File: src/rtl/imem_dmem_arbiter_pkg.sv
// Shared types and constants for the IF/LS unified-memory arbiter.
package imem_dmem_arbiter_pkg;

   typedef enum logic {
      OWN_IF = 1'b0,
      OWN_LS = 1'b1
   } owner_e;

   typedef enum logic {
      IDLE = 1'b0,
      WAIT = 1'b1
   } state_e;

   localparam int PKG_DATA_W = 32;
   localparam logic [PKG_DATA_W/8-1:0] BE_ALL = {PKG_DATA_W/8{1'b1}};

endpackage

File: src/rtl/imem_dmem_arbiter_if.sv
// Core-side request/response and memory-side bus of the arbiter.
interface imem_dmem_arbiter_if #(
   parameter int ADDR_W = 32,
   parameter int DATA_W = 32
);
   localparam int BE_W = DATA_W/8;

   logic              if_req;
   logic [ADDR_W-1:0] if_addr;
   logic              if_gnt;
   logic              if_rvalid;
   logic [DATA_W-1:0] if_rdata;

   logic              ls_req;
   logic              ls_we;
   logic [BE_W-1:0]   ls_be;
   logic [ADDR_W-1:0] ls_addr;
   logic [DATA_W-1:0] ls_wdata;
   logic              ls_gnt;
   logic              ls_rvalid;
   logic [DATA_W-1:0] ls_rdata;

   logic              mem_req;
   logic              mem_we;
   logic [BE_W-1:0]   mem_be;
   logic [ADDR_W-1:0] mem_addr;
   logic [DATA_W-1:0] mem_wdata;
   logic [DATA_W-1:0] mem_rdata;

   logic              stall;

   modport slave (
      input  if_req, if_addr, ls_req, ls_we, ls_be, ls_addr, ls_wdata, mem_rdata,
      output if_gnt, if_rvalid, if_rdata, ls_gnt, ls_rvalid, ls_rdata,
             mem_req, mem_we, mem_be, mem_addr, mem_wdata, stall
   );

   modport master (
      output if_req, if_addr, ls_req, ls_we, ls_be, ls_addr, ls_wdata, mem_rdata,
      input  if_gnt, if_rvalid, if_rdata, ls_gnt, ls_rvalid, ls_rdata,
             mem_req, mem_we, mem_be, mem_addr, mem_wdata, stall
   );

endinterface

File: src/rtl/imem_dmem_arbiter_starve_ctr.sv
// Saturating count of consecutive fetch denials; flags when IF must win.
module arb_starve_ctr #(
   parameter int STARVE_MAX = 3
) (
   input  logic clk,
   input  logic reset,
   input  logic if_req,
   input  logic if_gnt,
   output logic if_prio
);
   localparam int CW = $clog2(STARVE_MAX + 1);
   localparam logic [CW-1:0] CNT_MAX = CW'(STARVE_MAX);

   logic [CW-1:0] cnt;

   always_ff @(posedge clk or negedge reset) begin
      if (!reset) begin
         cnt <= '0;
      end else if (if_gnt) begin
         cnt <= '0;
      end else if (if_req && cnt != CNT_MAX) begin
         cnt <= cnt + CW'(1);
      end
   end

   assign if_prio = (cnt == CNT_MAX);

endmodule

File: src/rtl/imem_dmem_arbiter.sv
// Single-port memory arbiter between instruction fetch and load/store,
// tracking the one outstanding read and stalling the core until it returns.
module imem_dmem_arbiter
   import imem_dmem_arbiter_pkg::*;
#(
   parameter int ADDR_W     = 32,
   parameter int DATA_W     = 32,
   parameter int MEM_LAT    = 1,
   parameter int STARVE_MAX = 3
) (
   input logic                   clk,
   input logic                   reset,
   imem_dmem_arbiter_if.slave    bus
);
   localparam int BE_W = DATA_W/8;
   localparam logic [BE_W-1:0] IF_BE    = {BE_W{1'b1}};
   localparam logic [1:0]      LAT_INIT = 2'(MEM_LAT - 1);

   typedef struct packed {
      logic              req;
      logic              we;
      logic [BE_W-1:0]   be;
      logic [ADDR_W-1:0] addr;
      logic [DATA_W-1:0] wdata;
   } mreq_t;

   state_e     state;
   owner_e     owner;
   logic [1:0] lat_cnt;

   logic  can_issue, if_prio, if_win, ls_win, rd_grant, rd_done;
   mreq_t mreq;

   // Issue is allowed in the return cycle so a new access overlaps the rvalid.
   assign rd_done   = (state == WAIT) && (lat_cnt == 2'd0);
   assign can_issue = reset && ((state == IDLE) || rd_done);

   assign if_win   = can_issue & bus.if_req & (if_prio | ~bus.ls_req);
   assign ls_win   = can_issue & bus.ls_req & ~(if_prio & bus.if_req);
   assign rd_grant = if_win | (ls_win & ~bus.ls_we);

   arb_starve_ctr #(
      .STARVE_MAX (STARVE_MAX)
   ) u_starve (
      .clk     (clk),
      .reset   (reset),
      .if_req  (bus.if_req),
      .if_gnt  (if_win),
      .if_prio (if_prio)
   );

   always_comb begin
      mreq = '0;
      if (if_win) begin
         mreq.req  = 1'b1;
         mreq.be   = IF_BE;
         mreq.addr = bus.if_addr;
      end else if (ls_win) begin
         mreq.req   = 1'b1;
         mreq.we    = bus.ls_we;
         mreq.be    = bus.ls_be;
         mreq.addr  = bus.ls_addr;
         mreq.wdata = bus.ls_wdata;
      end
   end

   always_ff @(posedge clk or negedge reset) begin
      if (!reset) begin
         state   <= IDLE;
         owner   <= OWN_IF;
         lat_cnt <= 2'd0;
      end else if (rd_grant) begin
         state   <= WAIT;
         owner   <= if_win ? OWN_IF : OWN_LS;
         lat_cnt <= LAT_INIT;
      end else if (state == WAIT) begin
         if (lat_cnt != 2'd0) lat_cnt <= lat_cnt - 2'd1;
         else                 state   <= IDLE;
      end
   end

   assign bus.if_gnt    = if_win;
   assign bus.ls_gnt    = ls_win;
   assign bus.if_rvalid = rd_done && (owner == OWN_IF);
   assign bus.ls_rvalid = rd_done && (owner == OWN_LS);
   assign bus.if_rdata  = bus.if_rvalid ? bus.mem_rdata : '0;
   assign bus.ls_rdata  = bus.ls_rvalid ? bus.mem_rdata : '0;

   assign bus.mem_req   = mreq.req;
   assign bus.mem_we    = mreq.we;
   assign bus.mem_be    = mreq.be;
   assign bus.mem_addr  = mreq.addr;
   assign bus.mem_wdata = mreq.wdata;

   assign bus.stall = (bus.if_req & ~if_win) | (bus.ls_req & ~ls_win) |
                      ((state == WAIT) && (lat_cnt != 2'd0));

endmodule
File: src/flat_wrapper.sv
// flat-port wrapper written by rule: the top's interface ports become plain ports
module imem_dmem_arbiter_flat import imem_dmem_arbiter_pkg::*;
#(
   parameter int ADDR_W     = 32,
   parameter int DATA_W     = 32,
   parameter int MEM_LAT    = 1,
   parameter int STARVE_MAX = 3
)
  (clk, reset, bus_if_req, bus_if_addr, bus_ls_req, bus_ls_we, bus_ls_be, bus_ls_addr, bus_ls_wdata, bus_mem_rdata, bus_if_gnt, bus_if_rvalid, bus_if_rdata, bus_ls_gnt, bus_ls_rvalid, bus_ls_rdata, bus_mem_req, bus_mem_we, bus_mem_be, bus_mem_addr, bus_mem_wdata, bus_stall);
  imem_dmem_arbiter_if #(.ADDR_W(ADDR_W), .DATA_W(DATA_W)) bus_i ();
  input logic clk;
  input logic reset;
  input wire logic [$bits(bus_i.if_req)-1:0] bus_if_req;
  input wire logic [$bits(bus_i.if_addr)-1:0] bus_if_addr;
  input wire logic [$bits(bus_i.ls_req)-1:0] bus_ls_req;
  input wire logic [$bits(bus_i.ls_we)-1:0] bus_ls_we;
  input wire logic [$bits(bus_i.ls_be)-1:0] bus_ls_be;
  input wire logic [$bits(bus_i.ls_addr)-1:0] bus_ls_addr;
  input wire logic [$bits(bus_i.ls_wdata)-1:0] bus_ls_wdata;
  input wire logic [$bits(bus_i.mem_rdata)-1:0] bus_mem_rdata;
  output wire logic [$bits(bus_i.if_gnt)-1:0] bus_if_gnt;
  output wire logic [$bits(bus_i.if_rvalid)-1:0] bus_if_rvalid;
  output wire logic [$bits(bus_i.if_rdata)-1:0] bus_if_rdata;
  output wire logic [$bits(bus_i.ls_gnt)-1:0] bus_ls_gnt;
  output wire logic [$bits(bus_i.ls_rvalid)-1:0] bus_ls_rvalid;
  output wire logic [$bits(bus_i.ls_rdata)-1:0] bus_ls_rdata;
  output wire logic [$bits(bus_i.mem_req)-1:0] bus_mem_req;
  output wire logic [$bits(bus_i.mem_we)-1:0] bus_mem_we;
  output wire logic [$bits(bus_i.mem_be)-1:0] bus_mem_be;
  output wire logic [$bits(bus_i.mem_addr)-1:0] bus_mem_addr;
  output wire logic [$bits(bus_i.mem_wdata)-1:0] bus_mem_wdata;
  output wire logic [$bits(bus_i.stall)-1:0] bus_stall;
  assign bus_i.if_req = bus_if_req;
  assign bus_i.if_addr = bus_if_addr;
  assign bus_i.ls_req = bus_ls_req;
  assign bus_i.ls_we = bus_ls_we;
  assign bus_i.ls_be = bus_ls_be;
  assign bus_i.ls_addr = bus_ls_addr;
  assign bus_i.ls_wdata = bus_ls_wdata;
  assign bus_i.mem_rdata = bus_mem_rdata;
  assign bus_if_gnt = bus_i.if_gnt;
  assign bus_if_rvalid = bus_i.if_rvalid;
  assign bus_if_rdata = bus_i.if_rdata;
  assign bus_ls_gnt = bus_i.ls_gnt;
  assign bus_ls_rvalid = bus_i.ls_rvalid;
  assign bus_ls_rdata = bus_i.ls_rdata;
  assign bus_mem_req = bus_i.mem_req;
  assign bus_mem_we = bus_i.mem_we;
  assign bus_mem_be = bus_i.mem_be;
  assign bus_mem_addr = bus_i.mem_addr;
  assign bus_mem_wdata = bus_i.mem_wdata;
  assign bus_stall = bus_i.stall;
  imem_dmem_arbiter #(.ADDR_W(ADDR_W), .DATA_W(DATA_W), .MEM_LAT(MEM_LAT), .STARVE_MAX(STARVE_MAX)) u_core (.clk(clk), .reset(reset), .bus(bus_i));
endmodule
File: config.mk
export PLATFORM = sky130hd
export DESIGN_NAME = imem_dmem_arbiter_flat
export DESIGN_NICKNAME = d
export VERILOG_FILES = /design/src/rtl/imem_dmem_arbiter_pkg.sv /design/src/rtl/imem_dmem_arbiter_if.sv /design/src/rtl/imem_dmem_arbiter_starve_ctr.sv /design/src/rtl/imem_dmem_arbiter.sv /design/src/flat_wrapper.sv
export SDC_FILE = /design/constraint.sdc
export NUM_CORES = 1
export LEC_CHECK = 0
export ABC_AREA = 0
export CAP_MARGIN = 20
export CORE_AREA = 2 2 107 109
export DETAILED_ROUTE_END_ITERATION = 12
export DIE_AREA = 0 0 109 111
export PLACE_DENSITY = 0.66
export SETUP_SLACK_MARGIN = 0.2
export SLEW_MARGIN = 10
export SYNTH_ARGS = -nofsm -noshare
export SYNTH_HDL_FRONTEND = slang
export SYNTH_HIERARCHICAL = 1
export SYNTH_SLANG_ARGS = --single-unit
File: constraint.sdc
create_clock -name clk -period 2.4 [get_ports clk]
set_clock_uncertainty 0.05 [all_clocks]
set_input_delay 0.48 -clock clk [delete_from_list [all_inputs] [get_ports clk]]
set_output_delay 0.48 -clock clk [all_outputs]
set_load 0.05 [all_outputs]
After elaboration in Yosys (flattened, before gate mapping)
Cells that the tools add are included.

word-level totals
  output and inout bits = 139
  word-level logic and storage cells = 56
  flip-flop bits (word level) = 6

operators by class
  equal/unequal tests = 2
  $add $sub $neg = 2
  bitwise logic cells = 19
  reductions and logical operators = 13
  mux-type cells = 16

operators with widths
  cell                                               count
  2-to-1 mux 32 bit                                  3
  2-to-1 mux 70 bit                                  1
  2-to-1 mux 36 bit                                  1
  2-to-1 mux 2 bit                                   5
  bitwise AND 1 bit                                  8
  nonzero test 2 bit                                 4
  inverter 1 bit                                     7
  logical AND 1 bit                                  6
  2-to-1 mux 1 bit                                   6
  OR 1 bit                                           4
  adder 2 x 1 -> 2 bit (second input constant)       1
  == test 2 bit (second input constant)              1
  logical NOT 2 bit                                  1
  != test 2 bit (second input constant)              1
  AND reduction 2 bit                                1
  subtractor 2 x 1 -> 2 bit (second input constant)  1
  logical OR 1 bit                                   1

Longest topological paths before layout
Gate-level depths: netlist (run 1).

  depth after elaboration = 10
  mapped depth = 7

Modules after synthesis
The synthesis (run 1) kept the hierarchy.

modules (own cells, without submodules)
  module             times used  area each (µm²)  sequential area each (µm²)  cells each
  imem_dmem_arbiter  1           1,367.6          100.1                       179
  arb_starve_ctr     1           123.9            50.0                        10

Least setup slack after synthesis (run 1)
No wires, ideal clock.

  kind = reg-to-output
  start = register u_core.lat_cnt[0]
  end = output port bus_if_rdata[22]
  required time = 1.870 ns
  stages on the path, launching flop included = 7
  setup slack = -0.145 ns
  data arrival time = 2.015 ns
  path buffers = 1
  cells stage by stage = dfrtp_1 inv_1 ha_1 nand2_1 nor2_1 clkbuf_1 and2_1

on the way
  word-level cells in the longest chain between the ends = 4

RTL lines
  element                 line                     text
  start, declared         imem_dmem_arbiter.sv:29  logic [1:0] lat_cnt;
  start signal, assigned  imem_dmem_arbiter.sv:77  if (lat_cnt != 2'd0) lat_cnt <= lat_cnt - 2'd1;
  logical NOT 2 bit       imem_dmem_arbiter.sv:35  assign rd_done = (state == WAIT) && (lat_cnt == 2'd0);
  logical AND 1 bit       imem_dmem_arbiter.sv:35
  logical AND 1 bit       imem_dmem_arbiter.sv:84  assign bus.if_rvalid = rd_done && (owner == OWN_IF);
  via bus_if_rvalid       flat_wrapper.sv:22       output wire logic [$bits(bus_i.if_rvalid)-1:0] bus_if_rvalid;
  2-to-1 mux 32 bit       imem_dmem_arbiter.sv:86  assign bus.if_rdata = bus.if_rvalid ? bus.mem_rdata : '0;
  end, declared           flat_wrapper.sv:23       output wire logic [$bits(bus_i.if_rdata)-1:0] bus_if_rdata;

The timed path passes the listed nets, and every way through them passes these cells.

Worst setup path in the final report (run 1)
  start = register u_core.u_starve.cnt[1]
  end = output port bus_mem_wdata[11]

on the way
  word-level cells in the longest chain between the ends = 6
  elaborated cells on any way between the ends = 8

RTL lines
  element                 line                                text
  start, declared         imem_dmem_arbiter_starve_ctr.sv:14  logic [CW-1:0] cnt;
  start signal, assigned  imem_dmem_arbiter_starve_ctr.sv:22  cnt <= cnt + CW'(1);
  == test 2 bit (*)       imem_dmem_arbiter_starve_ctr.sv:26  assign if_prio = (cnt == CNT_MAX);
  via u_core.if_prio      imem_dmem_arbiter.sv:31             logic can_issue, if_prio, if_win, ls_win, rd_grant, rd_done;
  bitwise AND 1 bit       imem_dmem_arbiter.sv:39             assign ls_win = can_issue & bus.ls_req & ~(if_prio & bus.if_req);
  inverter 1 bit          imem_dmem_arbiter.sv:39
  bitwise AND 1 bit       imem_dmem_arbiter.sv:39
  2-to-1 mux 70 bit       imem_dmem_arbiter.sv:58             end else if (ls_win) begin
  2-to-1 mux 32 bit (*)   imem_dmem_arbiter.sv:54             if (if_win) begin
  end, declared           flat_wrapper.sv:31                  output wire logic [$bits(bus_i.mem_wdata)-1:0] bus_mem_wdata;

Mark *: on every way through the listed nets, which the timed path passes. The rest lies on a longest branch.

==> reports/qor.csv, run 1 <==
stage,metric,value,unit
outcome,status,"complete, but fails checks",
outcome,failing checks,negative setup slack,
finish,final core utilization,59.7,%
route,Vias/cell,4.19,
sta,worst-margin pin slew,0.602,ns
synthesis,Synth Instances,189,
sta,Max Slew Vio Count,0,
route,Detail Route Antenna Nets,0,
synthesis,synth top area cells,"and2_1 (39%), a22o_2 (20%), dfrtp_1 (10%), buf_6 (6.0%), a21o_2 (2.3%)",
run,number of max-cap violations,0,
sta,"Min Clock Period, post-route",2.42,ns
synthesis,Syn Area/Cell,7.89,um^2
synthesis,Synth Area in XOR/XNOR,0.587,%
sta,Fmax,0.414,GHz
setup_path,critical path capture point type,output port,
placement,Placed Area,5890,um^2
floorplanning,cell row count,39,
setup_path,Buf/Inv on CP,4,
setup_path,"slowest stage delay, CP",0.40,ns
placement,Final Wtd Congestion,0.814,
setup_path,Crit path arrival time,1.89,ns
cts,Hold Buf Count CTS,0,
setup_path,crit path cell chain,ha_4 > a21bo_4 > nor3_4 > buf_6 > buf_4 > buf_12 > and2_4 > buf_12,
route,Vias,2629,
grt,first-pass GRT wire length,15000,um
floorplanning,die height,111,um
synthesis,Synth Cell Area,1490,um^2
finish,Diodes inserted,0,
sta,setup violators final,28,
grt,Total GRT Usage,16.0,%
route,wire per inst,17.1,um
synthesis,Yosys warnings,6,
grt,GR Overflow Total,0,
placement,post-DP HPWL,8030,um
route,drt first pass iters,4,
cts,CTS Buf Count,3,
finish,area grow syn2layout,343,%
synthesis,Adder-Cell Fraction of Synth Area,1.68,%
synthesis,Yosys cell types,31,
cts,clock latency on the worst-skew pair,0.22,ns
floorplanning,starting density of the core,13.5,%
sta,RSZ-0062 raised after global routing,true,
sta,final hold viol count,0,
pwr,pwr dens,753,nW/um^2
grt,initial antenna violation count,0,
synthesis,simple-gate area share of the yosys netlist,49.4,%
setup_path,CP Launch Type,flop,
setup_path,Crit path max-delay family,buffers and inverters,
floorplanning,Die X,109,um
pwr,P_leak,2.82,nW
cts,H-tree levels,1,
cts,CTS tree,done,
synthesis,synthesized flop and latch total,6,
route,DRT Wirelength,10700,um
synthesis,sequential share of the synthesized area,10.1,%
pwr,Peak supply drop,489,uV
setup_path,Setup CP Type,flop to output port,
setup_path,worst r2r path cells,5,
synthesis,largest family of logic cells by synthesized area,simple AND/OR/NAND/NOR gates,
floorplanning,floorplan core area,11100,um^2
cts,Clock Tree Root,clkbuf_16,
floorplanning,Ports,276,
finish,fraction of layout cells with a size suffix above 1,58.3,%
setup_path,slowest CP cell,dfrtp_1,
setup_path,Crit Path Max Fanout,9,
synthesis,share of the synthesized area in the top cell type,39.0,%
synthesis,Syn Nets,328,
sta,Setup WS post-layout,-0.0174,ns
setup_path,"most used cell, CP",buf_12,
setup_path,CP required,1.87,ns
cts,Max Root-Sink Buffers,2,
route,1st-iter DRT viols,48,
route,DRC,0,
synthesis,leading area contributor after synthesis,and2_1,
grt,vias in the first global route,2810,
sta,Final Cycle Share,101,%
finish,FILL cells,824,
cts,clk sinks,6,
synthesis,mux cell area share after synthesis,1.01,%
grt,pin count of the biggest net entering global routing,36,
finish,Final Instance Area,6610,um^2
min_path,Tightest Hold Check Type,input port to asynchronous set/reset pin,
placement,PortBufs,275,
setup_path,CP Depth,8,
sta,Slew headroom,59.5,%
cts,Worst-path clk slew,0.03,ns
finish,nets@finish,625,
floorplanning,area of the die,12100,um^2
synthesis,post-synthesis compound-gate area fraction,27.3,%
-- per-stage QoR --
stage | std cells | hold WS (ns) | total power, mW | setup TNS [ns] | setup WS (ns)
final | 627 | 0.375 | 4.98 | -0.189 | -0.0174
after global routing | 627 | 0.385 | 5.17 | -4.68 | -0.0816
after CTS | 620 | 0.365 | 4.84 | -1.34 | -0.0427
after detailed placement | 602 | 0.495 | 4.19 | -17.89 | -0.294
after global placement | 602 | 0.460 | 4.14 | -14.69 | -0.254
after floorplan | 189 | 0.134 | 2.18 | 0 | 0.129
-- cells by family after synthesis --
| family | count (synthesis) |
|---|---|
| AOI/OAI and AO/OA | 43 |
| buffers and inverters | 22 |
| DFF | 6 |
| adders and majority gates | 2 |
| xor gates and xnor gates | 1 |
| and+or+nand+nor | 114 |
| muxes | 1 |
-- placed cells by master, fill, tap and decap left out, types with 5 or more instances in the layout --
| master | Yosys | routed |
|---|---|---|
| and2_2 | 4 | 22 |
| dfrtp_1 | 6 | 6 |
| clkbuf_16 | 0 | 7 |
| buf_4 | 0 | 14 |
| clkdlybuf4s50_1 | 0 | 133 |
| and2_4 | 0 | 30 |
| a22o_4 | 0 | 24 |
| and2_1 | 93 | 45 |
| buf_12 | 0 | 144 |
| a22o_2 | 30 | 8 |
| buf_16 | 0 | 5 |
| buf_6 | 8 | 5 |
-- worst min-delay path, stage by stage --
cell and delay, ns:
dlygate4sd2_1 0.23, buf_4 0.13, buf_4 0.14
-- worst paths after layout --
kind,start,slack (ns),to
hold / removal,reset,0.37,u_core/lat_cnt[0]
max in group asynchronous,reset,1.81,u_core/lat_cnt[1]
hold reg to reg,u_core/lat_cnt[0],0.55,u_core/lat_cnt[0]
min in group clk,u_core/lat_cnt[0],0.55,u_core/lat_cnt[0]
setup reg to reg,u_core/u_starve/cnt[1],0.42,u_core/lat_cnt[1]
setup / recovery,u_core/u_starve/cnt[1],-0.02,bus_mem_wdata[11]
-- report_power, final --
group | total (mW) | leakage, nW | switching (mW) | internal (mW)
Clock | 0.263 | 0.0370 | 0.0497 | 0.213
Sequential | 0.207 | 0.0738 | 0.0538 | 0.153
Combinational | 4.51 | 2.71 | 2.20 | 2.31
-- registers in the layout, indices dropped and copies added, names as in the netlist --
signal               flops
u_core/lat_cnt           2
u_core/u_starve/cnt      2
u_core/owner             1
u_core/state             1
-- layout make-up --
| class | instances | area, um^2 | area share [%] |
|---|---|---|---|
| timing repair buffer | 310 | 4670 | 70.6 |
| tap | 143 | 179 | 2.71 |
| clock buffer | 3 | 75.1 | 1.14 |
| multi-input combinational | 161 | 1520 | 23.0 |
| sequential | 6 | 150 | 2.27 |
| inverter | 4 | 15.0 | 0.227 |
-- cells in the mapped netlist --
| library cell | n |
|---|---|
| a22o_2 | 30 |
| a21o_2 | 4 |
| and2_2 | 4 |
| o21ai_0 | 2 |
| nor3_4 | 1 |
| a21oi_1 | 1 |
| o2111a_1 | 1 |
| nor2_1 | 4 |
| nand4bb_1 | 1 |
| mux2_4 | 1 |
| and2_1 | 93 |
| or3_2 | 1 |
| a22o_1 | 2 |
| clkbuf_1 | 6 |
| a21bo_2 | 1 |
| nor3_1 | 1 |
| nor2b_4 | 2 |
| or2_2 | 1 |
| nand2b_1 | 2 |
| a2111oi_0 | 1 |
| dfrtp_1 | 6 |
| nor4_1 | 1 |
| o21ba_2 | 1 |
| nand2_1 | 1 |
| inv_1 | 4 |
| and3_2 | 1 |
| nor2b_1 | 1 |
| buf_6 | 8 |
| xnor2_1 | 1 |
| buf_2 | 4 |
| ha_1 | 2 |
-- what timing repair did --
action	4_1_cts	5_1_grt
gates resized for setup	53	21
gates cloned	6	5
pin swaps	8	27
buffers inserted	9	2
setup endpoints to repair	116	136
-- metal layers --
layer	track usage, %	part of all wire, %	up-vias
met4	2.39	1.5	0
met5	0	0	-
met1	14.5	30	1186
met2	33.6	57	194
met3	4.88	11	11
li1	-	-	1238
No activity file was read; power rests on OpenSTA's default activity.
==> inputs of run 2 (changes only) <==
CTS_CLUSTER_SIZE = 10   (was default)
SLEW_MARGIN = 20   (was 10)
==> results of run 2 <==
The final DEF is identical to that of run 1; final timing and power are the same.
==> inputs of run 3 (changes only) <==
--- a/constraint.sdc
+++ b/constraint.sdc
@@ -3,3 +3,3 @@
 set_input_delay 0.48 -clock clk [delete_from_list [all_inputs] [get_ports clk]]
 set_output_delay 0.48 -clock clk [all_outputs]
-set_load 0.05 [all_outputs]
+set_load 0.005 [all_outputs]
==> reports/qor.csv, run 3 (synthesized netlist as in run 1, its figures left out) <==
stage,metric,value,unit,change
route,DRT Wirelength,13000,um,+22%
route,wire per inst,19.0,um,+11%
finish,fraction of layout cells with a size suffix above 1,66.1,%,+7.8 points
placement,PortBufs,275,,unchanged
finish,Final Instance Area,6160,um^2,-6.9%
setup_path,RR Startpoint,u_core/u_starve/cnt[0],,
setup_path,CP Launch Type,flop,,
floorplanning,cell row count,39,,unchanged
grt,vias in the first global route,3136,,+12%
route,DRC,0,,unchanged
sta,worst-margin pin slew,0.392,ns,-0.210 ns
grt,initial antenna violation count,1,,+1
pwr,pwr dens,599,nW/um^2,-20%
sta,final setup TNS,-6.22,ns,-6.03 ns
route,Vias,2918,,+11%
sta,Fmax,0.389,GHz,-5.9%
grt,first-pass GRT wire length,17900,um,+19%
sta,Slew headroom,73.2,%,+14 points
finish,largest registers,"u_core/lat_cnt x2, u_core/u_starve/cnt x2",,
cts,H-tree levels,1,,unchanged
floorplanning,die height,111,um,unchanged
floorplanning,starting density of the core,13.5,%,unchanged
sta,RSZ-0062 raised after global routing,true,,
sta,setup violators final,84,,+200%
route,drt first pass iters,4,,unchanged
setup_path,worst r2r path cells,5,,unchanged
setup_path,critical path capture point type,output port,,
grt,GR Overflow Total,0,,unchanged
finish,nets@finish,684,,+9.4%
cts,Hold Buf Count CTS,0,,unchanged
grt,pin count of the biggest net entering global routing,10,,-72%
pwr,Peak supply drop,287,uV,-41%
sta,"Min Clock Period, post-route",2.57,ns,+0.153 ns
sta,final hold viol count,0,,unchanged
cts,Clock Tree Root,clkbuf_16,,
placement,Final Wtd Congestion,0.877,,+7.8%
placement,post-DP HPWL,8090,um,+0.69%
setup_path,"most used cell, CP",buf_6,,
finish,fin cells,687,,+9.6%
setup_path,crit path cell chain,inv_1 > ha_2 > buf_6 > nor2b_4 > nor3_4 > buf_6 > buf_6 > buf_6 > buf_12 > buf_16 > a22o_2 > buf_6,,
outcome,status,"complete, but fails checks",,
setup_path,slowest CP cell,dfrtp_1,,
floorplanning,Ports,276,,unchanged
grt,Total GRT Usage,19.6,%,+3.6 points
sta,Setup WS post-layout,-0.170,ns,-0.153 ns
pwr,P_leak,2.94,nW,+4.5%
setup_path,CP required,1.87,ns,about the same
finish,"commonest cells after routing, fill and taps aside","buf_6 (135), clkdlybuf4s50_1 (133), and2_4 (76)",,
floorplanning,floorplan core area,11100,um^2,unchanged
finish,area grow syn2layout,313,%,
setup_path,Crit path arrival time,2.04,ns,+0.15 ns
route,Detail Route Antenna Nets,0,,unchanged
cts,CTS tree,done,,
cts,Max Root-Sink Buffers,2,,unchanged
setup_path,"slowest stage delay, CP",0.34,ns,-0.06 ns
placement,Placed Area,4470,um^2,-24%
sta,Max Slew Vio Count,0,,unchanged
cts,clock latency on the worst-skew pair,0.23,ns,about the same
outcome,failing checks,negative setup slack,,
setup_path,Critical path origin,u_core/lat_cnt[0],,
route,Vias/cell,4.25,,+1.3%
floorplanning,area of the die,12100,um^2,unchanged
run,number of max-cap violations,0,,unchanged
finish,FILL cells,907,,+10%
cts,CTS Buf Count,3,,unchanged
setup_path,Crit Path Max Fanout,7,,-2
cts,Worst-path clk slew,0.03,ns,about the same
pwr,total power draw,3.69,mW,-26%
finish,final core utilization,55.6,%,-4.1 points
floorplanning,Die X,109,um,unchanged
finish,"commonest non-fill, non-tap cell in the layout",buf_6,,
route,1st-iter DRT viols,109,,+130%
cts,clk sinks,6,,unchanged
placement,Cell Count Post-Placement,606,,+0.66%
sta,Final Cycle Share,107,%,+6.4 points
setup_path,Setup CP Type,flop to output port,,
min_path,Tightest Hold Check Type,input port to asynchronous set/reset pin,,
run 3: metal layers:
| layer | vias up | global-route usage (%) | wire length, um | part of all wire (%) |
|---|---|---|---|---|
| met5 | - | 0 | 0 | 0 |
| li1 | 1366 | - | - | - |
| met1 | 1340 | 18.2 | 4020 | 31 |
| met3 | 20 | 4.17 | 1220 | 9.3 |
| met4 | 0 | 5.13 | 337 | 2.6 |
| met2 | 192 | 41.0 | 7460 | 57 |
run 3: critical path, delay by kind of cell (launching register included):
family	cells	cell delay, ns
buffers and inverters	8	0.88
AOI/OAI and AO/OA	1	0.22
and+or+nand+nor	2	0.21
adders and majority gates	1	0.18
DFF	1	0.34
run 3: timing repair:
item                                    CTS  global route
gates cloned                             17             1
resized for setup                       672           148
buffers inserted                         47            12
endpoints found under the setup margin  139           138
pin swaps                                58            31
run 3: cell type report:
| class | count | area (um^2) | share of cell area (%) |
|---|---|---|---|
| repair buffers | 369 | 4140 | 67.3 |
| multi-input cells | 161 | 1590 | 25.9 |
| well taps | 143 | 179 | 2.91 |
| flip-flops and latches | 6 | 150 | 2.44 |
| clock buffers | 3 | 75.1 | 1.22 |
| inverters | 4 | 15.0 | 0.244 |
| diodes | 1 | 2.50 | 0.0406 |
run 3: path summary, 6_finish.rpt:
kind                                          end  slack, ns
max in group asynchronous  u_core/u_starve/cnt[0]       1.83
min in group clk                     u_core/owner       0.54
max reg2reg                          u_core/state       0.49
max                              bus_mem_addr[12]      -0.17
min                             u_core/lat_cnt[1]       0.35
min reg2reg                          u_core/owner       0.54
run 3: stage by stage:
| step | worst slack, ns | hold slack, ns |
|---|---|---|
| after floorplan | 0.370 | 0.134 |
| after global placement | -0.478 | 0.461 |
| after detailed placement | -0.499 | 0.470 |
| after CTS | -0.178 | 0.352 |
| after global routing | -0.244 | 0.365 |
| final | -0.170 | 0.352 |
run 3: report_power, final:
part           switching, mW  leakage (nW)  internal, mW  total [mW]
combinational           1.05          2.83          2.17        3.22
sequential            0.0470        0.0738         0.153       0.200
clock                 0.0572        0.0370         0.214       0.271
